<file path="src/rtl/pipe_ctrl.sv">
// Pipeline controller: merges stage stall requests, sequences exception flushes
// (deferring those raised while MEM waits on the bus) and tracks stall statistics.
module pipe_ctrl #(
    parameter logic [31:0]          EXC_VECTOR    = 32'h0000_0020,
    parameter int unsigned          TIMEOUT_W     = 16,
    parameter logic [TIMEOUT_W-1:0] STALL_TIMEOUT = TIMEOUT_W'(16'hFFFF),
    localparam int unsigned         XLEN          = 32,
    localparam int unsigned         STALL_W       = 6,
    localparam int unsigned         CNT_W         = 32
) (
    input  logic               i_clk,
    input  logic               i_rst,
    input  logic               i_stallreq_id,
    input  logic               i_stallreq_ex,
    input  logic               i_stallreq_mem,
    input  logic               i_excp_valid,
    input  logic [XLEN-1:0]    i_excp_type,
    input  logic [XLEN-1:0]    i_cp0_epc,
    output logic [STALL_W-1:0] o_stall,
    output logic               o_flush,
    output logic [XLEN-1:0]    o_new_pc,
    output logic [CNT_W-1:0]   o_stall_cnt,
    output logic               o_stall_timeout
);

    typedef enum logic [0:0] {
        ST_RUN      = 1'b0,
        ST_WAIT_MEM = 1'b1
    } state_t;

    localparam logic [STALL_W-1:0] STALL_NONE = 6'b000000;
    localparam logic [STALL_W-1:0] STALL_ID   = 6'b000111;
    localparam logic [STALL_W-1:0] STALL_EX   = 6'b001111;
    localparam logic [STALL_W-1:0] STALL_MEM  = 6'b011111;
    localparam logic [XLEN-1:0]    EXC_ERET   = 32'h0000_000E;

    state_t               r_state;
    state_t               w_state_next;
    logic [XLEN-1:0]      r_excp_type;
    logic [XLEN-1:0]      r_excp_epc;
    logic [CNT_W-1:0]     r_stall_cnt;
    logic [TIMEOUT_W-1:0] r_consec;
    logic                 r_stall_timeout;

    logic [STALL_W-1:0]   w_req_stall;
    logic [STALL_W-1:0]   w_stall;
    logic                 w_flush;
    logic [XLEN-1:0]      w_new_pc;
    logic                 w_latch_en;
    logic                 w_stalled;
    logic [TIMEOUT_W-1:0] w_consec_inc;
    logic                 w_timeout_hit;

    // eret returns to EPC; every other exception goes to the common vector
    function automatic logic [XLEN-1:0] redirect_pc(input logic [XLEN-1:0] typ,
                                                    input logic [XLEN-1:0] epc);
        return (typ == EXC_ERET) ? epc : EXC_VECTOR;
    endfunction

    // Stall request merge, deepest stage wins
    always_comb begin
        w_req_stall = STALL_NONE;
        if (i_stallreq_mem) begin
            w_req_stall = STALL_MEM;
        end else if (i_stallreq_ex) begin
            w_req_stall = STALL_EX;
        end else if (i_stallreq_id) begin
            w_req_stall = STALL_ID;
        end
    end

    always_ff @(posedge i_clk) begin
        if (i_rst) begin
            r_state <= ST_RUN;
        end else begin
            r_state <= w_state_next;
        end
    end

    always_comb begin
        w_state_next = r_state;
        case (r_state)
            ST_RUN: begin
                if (i_excp_valid && i_stallreq_mem) begin
                    w_state_next = ST_WAIT_MEM;
                end
            end
            ST_WAIT_MEM: begin
                if (!i_stallreq_mem) begin
                    w_state_next = ST_RUN;
                end
            end
            default: w_state_next = ST_RUN;
        endcase
    end

    // Zero-latency stall/flush/redirect; a flush always overrides stall requests
    always_comb begin
        w_stall    = w_req_stall;
        w_flush    = 1'b0;
        w_new_pc   = '0;
        w_latch_en = 1'b0;
        case (r_state)
            ST_RUN: begin
                if (i_excp_valid && !i_stallreq_mem) begin
                    w_stall  = STALL_NONE;
                    w_flush  = 1'b1;
                    w_new_pc = redirect_pc(i_excp_type, i_cp0_epc);
                end else if (i_excp_valid) begin
                    w_latch_en = 1'b1;
                end
            end
            ST_WAIT_MEM: begin
                if (!i_stallreq_mem) begin
                    w_stall  = STALL_NONE;
                    w_flush  = 1'b1;
                    w_new_pc = redirect_pc(r_excp_type, r_excp_epc);
                end
            end
            default: begin
                w_stall = w_req_stall;
            end
        endcase
        if (i_rst) begin
            w_stall    = STALL_NONE;
            w_flush    = 1'b0;
            w_new_pc   = '0;
            w_latch_en = 1'b0;
        end
    end

    // Exception captured while MEM is stalled; redirect later uses these copies
    always_ff @(posedge i_clk) begin
        if (i_rst) begin
            r_excp_type <= '0;
            r_excp_epc  <= '0;
        end else if (w_latch_en) begin
            r_excp_type <= i_excp_type;
            r_excp_epc  <= i_cp0_epc;
        end
    end

    assign w_stalled    = w_stall[0];
    assign w_consec_inc = r_consec + TIMEOUT_W'(1);
    assign w_timeout_hit = w_stalled &&
                           ((r_consec == STALL_TIMEOUT) || (w_consec_inc == STALL_TIMEOUT));

    always_ff @(posedge i_clk) begin
        if (i_rst) begin
            r_stall_cnt <= '0;
        end else if (w_stalled && (r_stall_cnt != {CNT_W{1'b1}})) begin
            r_stall_cnt <= r_stall_cnt + CNT_W'(1);
        end
    end

    // Consecutive-stall run length; a flush cycle never stalls so it clears too
    always_ff @(posedge i_clk) begin
        if (i_rst) begin
            r_consec        <= '0;
            r_stall_timeout <= 1'b0;
        end else begin
            if (!w_stalled) begin
                r_consec <= '0;
            end else if (r_consec != STALL_TIMEOUT) begin
                r_consec <= w_consec_inc;
            end
            if (w_timeout_hit) begin
                r_stall_timeout <= 1'b1;
            end
        end
    end

    assign o_stall         = w_stall;
    assign o_flush         = w_flush;
    assign o_new_pc        = w_new_pc;
    assign o_stall_cnt     = r_stall_cnt;
    assign o_stall_timeout = r_stall_timeout;

endmodule

</file>
<file path="config.mk">
export PLATFORM = sky130hd
export DESIGN_NAME = pipe_ctrl
export DESIGN_NICKNAME = d
export VERILOG_FILES = /design/src/rtl/pipe_ctrl.sv
export SDC_FILE = /design/constraint.sdc
export NUM_CORES = 1
export LEC_CHECK = 0
export BUFFER_PORTS_ARGS = -buffer_cell sky130_fd_sc_hd__buf_2
export CAP_MARGIN = 0
export CORE_MARGIN = 1
export CORE_UTILIZATION = 53
export DETAILED_ROUTE_END_ITERATION = 6
export PLACE_DENSITY_LB_ADDON = 0.1
export SYNTH_ARGS = -nofsm -noshare
export SYNTH_HDL_FRONTEND = slang
export SYNTH_SLANG_ARGS = --single-unit
</file>
<file path="constraint.sdc">
create_clock -name i_clk -period 3.7 [get_ports i_clk]
set_input_delay 1.11 -clock i_clk [delete_from_list [all_inputs] [get_ports i_clk]]
set_output_delay 1.11 -clock i_clk [all_outputs]
set_load 0.01 [all_outputs]
</file>
After elaboration in Yosys (flattened, before gate mapping). Cells that the tools add are included.

Flip-flop bits (word level): 114. Output and inout bits: 72.

Equality and inequality tests: 6. Multiplexer cells: 24. Add/sub/neg operators: 2. Reductions and logical operators: 7. Bitwise logic cells: 2.

Operators with widths (count): 32-bit two-way mux (5); 32-bit by 4-bit == test with 1-bit output (second input constant) (2); 32-bit case mux with 2 select lines (1); 32-bit by 1-bit adder with 32-bit output (second input constant) (1); 16-bit == test (second input constant) (2); 32-bit inequality test (second input constant) (1); 6-bit two-way mux (3); 16-bit by 1-bit adder with 16-bit output (second input constant) (1); 16-bit inequality test (second input constant) (1); 6-bit case mux with 2 select lines (1); 1-bit two-way mux (9); 5-bit two-way mux (1); 1-bit logical AND (4); 4-bit two-way mux (1); 1-bit case mux with 2 select lines (2); 3-bit two-way mux (1); 1-bit inverter (2); 2-bit OR reduction (1); 1-bit logical NOT (1); 1-bit logical OR (1).

Longest topological paths before layout.
Word-level depth: 8. Gate-level depth with buffers: 8. Gate-level depth less buffers: 7.

Worst setup path before layout. OpenSTA, ideal clock, no wires.

Kind: input to output. Start: input i_excp_type[4]. End: output o_new_pc[0]. Stages: 6. Slack: 0.064 ns. Arrival: 2.526 ns. Cells stage by stage: or4b_1 nor4_1 nand3_1 nor3_2 buf_2 a32o_1.

Longest elaborated chain between the ends: 5.

Ends and longest elaborated chain: start, declared (line 17) `input logic [XLEN-1:0] i_excp_type,`; 32-bit by 4-bit == test with 1-bit output (line 57) `return (typ == EXC_ERET) ? epc : EXC_VECTOR;`; 32-bit two-way mux (line 57); 32-bit two-way mux (line 105) `if (i_excp_valid && !i_stallreq_mem) begin`; 32-bit case mux with 2 select lines (line 103) `case (r_state)`; 32-bit two-way mux (line 124) `if (i_rst) begin`; end, declared (line 21) `output logic [XLEN-1:0] o_new_pc,`.

No other way between the ends.

Worst setup path after layout.
Start: input i_excp_type[4]. End: output o_new_pc[15].

Same word-level chain as after synthesis.

==> summary.txt <==
Die
  – Initial core utilization: a little over half
  – Full die area: 11000 um2
  – I/O pins: 142
  – Die Y: about 100 um
  – Core area: 10300 um2
  – Site Rows: 37
  – DIE WIDTH: approximately 100 um

Synthesis
  – Post-Synth Adder-Cell Area: less than 1%
  – Sequential fraction of the synthesis area: 40.8%
  – Synth Net Count: 765
  – Gate count of the mapped netlist: between 600 and 700
  – Syn avg cell area: 8.08 um2
  – Fraction of the mapped netlist area in simple logic gates: 29.0%
  – Largest family of logic cells by synthesized area: simple AND/OR/NAND/NOR gates
  – Compound-Gate Fraction of Synth Area: about a fifth
  – YS warnings: 0
  – Flops & latches, synth: 114
  – Synth Cell Area: 5590 um2
  – Synth unique cells: 54
  – Post-synth EDFFs: 0
  – Asr flop ratio synth: 0%
  – XOR/XNOR Fraction of Synth Area: 1.88%
  – Post-synthesis mux area share: 3.20%
  – Top FF cell, synth: dfxtp_1

Power and ir drop
  – PD cells: between 400 and 500 nW/um2
  – Worst VDD drop: around 0.31 mV
  – Leak Pwr: 2.81 nW

Cells and area
  – Nets: just under 900
  – Ant diodes: 0
  – Layout area overhead: 27.8%
  – Finished Layout Cells: between 900 and 1k
  – Layout cells sized above 1: a little over a quarter

Worst setup path
  – Setup crit end kind: output pin
  – CP startpoint: i_excp_type[4]
  – Setup CP Type: in -> out
  – Crit path max fanout: 8
  – Worst Path Required: around 2.6 ns
  – Critical Path AT: 2.86 ns
  – Reg2Reg Launch Point: r_consec[0]
  – CP Launch Type: primary input

Drt
  – DRT Wirelength: 14300 um
  – Vias per inst: 5.78
  – Post-detailed-route wirelength per cell: roughly 15 um
  – First DRT Iteration DRCs: 397
  – Via count: 5569
  – DR DRC count: 2
  – DR pass1 iterations: 7
  – Routed Antenna Nets: 0

STA
  – Max Freq: 252 MHz
  – Setup TNS: -7.76 ns
  – Fin. max-slew vios: 0
  – Worst setup margin: -0.270 ns
  – Worst slew pin tran: 0.976 ns
  – Fin crit period: 3.97 ns
  – RSZ-0062 raised after global routing: yes
  – Clk_skew: between 0.008 and 0.009 ns
  – Final-report hold violation count: 0
  – Max_slew headroom: 34.5%
  – Final Cycle Share: 107%
  – Final Setup Violations: 32

GRT
  – Total Routing Usage GR: approximately a quarter
  – First-pass GRT wire length: around 23000 um
  – Overflow after GRT: 0
  – Largest net degree at the start of global routing: 97
  – Initial antenna violation count: 0
  – Met1 usage: around 34%
  – Vias in the first global route: around 5.0k
  – Grt met3 use: 4.49%
  – Gr busiest metal: met2
  – GR met2 Demand/Resource: around 43%

Placement
  – Placed insts: roughly 930
  – Port bufs: 140
  – Post-Place Worst Slack: -0.279 ns
  – DPL Wire Length: between 9000 and 10000 um
  – Gpl congestion: ~0.86

Clock network
  – CTS max path bufs: 2
  – Hold Buf Count CTS: 0
  – Clk Latency, worst-skew pair: 0.50 ns
  – Root Buffer: clkbuf_8
  – CTS buffer count: 17
  – Sink Count: 114
  – CTS H-Tree Depth: 4
  – Clock-pin slew on the worst setup and hold paths: 0.06 ns
  – CTS tree: yes

Flow run
  – Max-capacitance violation count: 0

Hold path
  – Min-Delay Startpoint: r_excp_type[31]
  – HP Class: reg -> reg

Status
  – Status: finished with violations
  – Failing checks: design-rule violations, negative setup slack
## state kept, by name, summed over array words and instances, names as in the netlist
| register | count |
|---|---|
| o_stall_cnt | 32 |
| r_consec | 16 |
| r_excp_type | 32 |
| o_stall_timeout | 1 |
| r_state | 1 |
| r_excp_epc | 32 |
## power breakdown
part	total (mW)	internal [mW]	switching (mW)	leakage [nW]
clock	1.73	1.18	0.551	0.303
sequential	1.30	1.27	0.0283	0.927
combinational	0.191	0.0764	0.114	1.58
total	3.22	2.52	0.693	2.81
## placed cells by master (no fill, tap or decap), types with 17 or more instances in the layout
master     netlist  routed
buf_2            9     139
a32o_1          31      31
nor2b_1         17      17
dfxtp_1        114     114
nor4_1          26      24
nor2_1          26      26
nand3_1         21      20
nand2_1        151     151
a21oi_1         28      28
o21ai_0         68      68
clkbuf_16        0      18
## Yosys cell counts, types with 3 or more instances
library cell / instances / area, um2
a211oi_1: 4 / 30.0
a21oi_1: 28 / 140
a31oi_1: 5 / 31.3
a32o_1: 31 / 310
and3_1: 8 / 50.1
and4_1: 7 / 61.3
buf_2: 9 / 45.0
buf_4: 3 / 22.5
clkbuf_1: 40 / 150
dfxtp_1: 114 / 2280
ha_1: 3 / 37.5
inv_1: 9 / 33.8
mux2_2: 11 / 124
mux2_4: 3 / 45.0
nand2_1: 151 / 567
nand2b_1: 4 / 25.0
nand3_1: 21 / 105
nand3_2: 3 / 30.0
nand4_1: 16 / 100
nor2_1: 26 / 97.6
nor2b_1: 17 / 106
nor3_1: 9 / 45.0
nor3_2: 3 / 30.0
nor4_1: 26 / 163
nor4b_1: 3 / 26.3
o21ai_0: 68 / 340
o22ai_1: 3 / 18.8
o311ai_0: 3 / 26.3
o31ai_1: 11 / 82.6
o41ai_1: 5 / 43.8
or4_1: 9 / 67.6
xnor2_1: 5 / 43.8
xor2_1: 7 / 61.3
## critical path, stage by stage
cell       delay (ns)
buf_6            0.09
or4b_4           0.54
nor4_4           0.19
nand3_2          0.15
nor3_4           0.21
buf_6            0.16
clkbuf_16        0.15
a32o_1           0.12
buf_2            0.13
## cell families (layout without fill, tap and decap cells)
logic type	after synthesis	after routing
simple gates	318	318
compound gates	166	166
flops	114	114
buf+inv	63	199
mux	15	15
xor+xnor	12	12
fa+ha+maj	3	3
other cells	1	1
## final cells by class
class | instances | area, um2
Fill cell | 853 | 3130
Multi-Input combinational cell | 515 | 3080
Sequential cell | 114 | 2280
Timing Repair Buffer | 158 | 958
Clock buffer | 22 | 443
Clock inverter | 10 | 181
Tap cell | 136 | 170
Inverter | 9 | 33.8
## worst paths after layout
check	depth (start not counted)	to	slack (ns)
worst max-delay path	9	o_new_pc[15]	-0.27
worst min-delay path	2	r_excp_type[31]	0.46
worst max register to register	6	r_consec[0]	1.17
worst min register to register	2	r_excp_type[31]	0.46
## stage by stage
| stage | power [mW] | hold slack [ns] | instance area [um2] | util, % |
|---|---|---|---|---|
| final | 3.22 | 0.459 | 7150 | 69.5 |
| after global routing | 3.32 | 0.488 | 7150 | 69.5 |
| after CTS | 3.24 | 0.458 | 7090 | 69.0 |
| after detailed placement | 1.51 | 0.451 | 6370 | 62.0 |
| after global placement | 1.50 | 0.441 | 6370 | 62.0 |
| after floorplan | 1.42 | 0.431 | 5590 | - |
## timing repair
action / 4_1_cts / 5_1_grt
pin swaps: 2 / 7
gates cloned: 1 / 2
gates resized for setup: 9 / 1
buffers inserted: 4 / 0
setup endpoints to repair: 32 / 32
## metal layers
| layer | part of all wire, % | vias to the layer above |
|---|---|---|
| met5 | 0 | - |
| met4 | 1.1 | 0 |
| met3 | 5.6 | 16 |
| met2 | 48 | 186 |
| met1 | 45 | 2586 |
| li1 | - | 2781 |
Note: power is estimated with default switching activity, not from simulation.
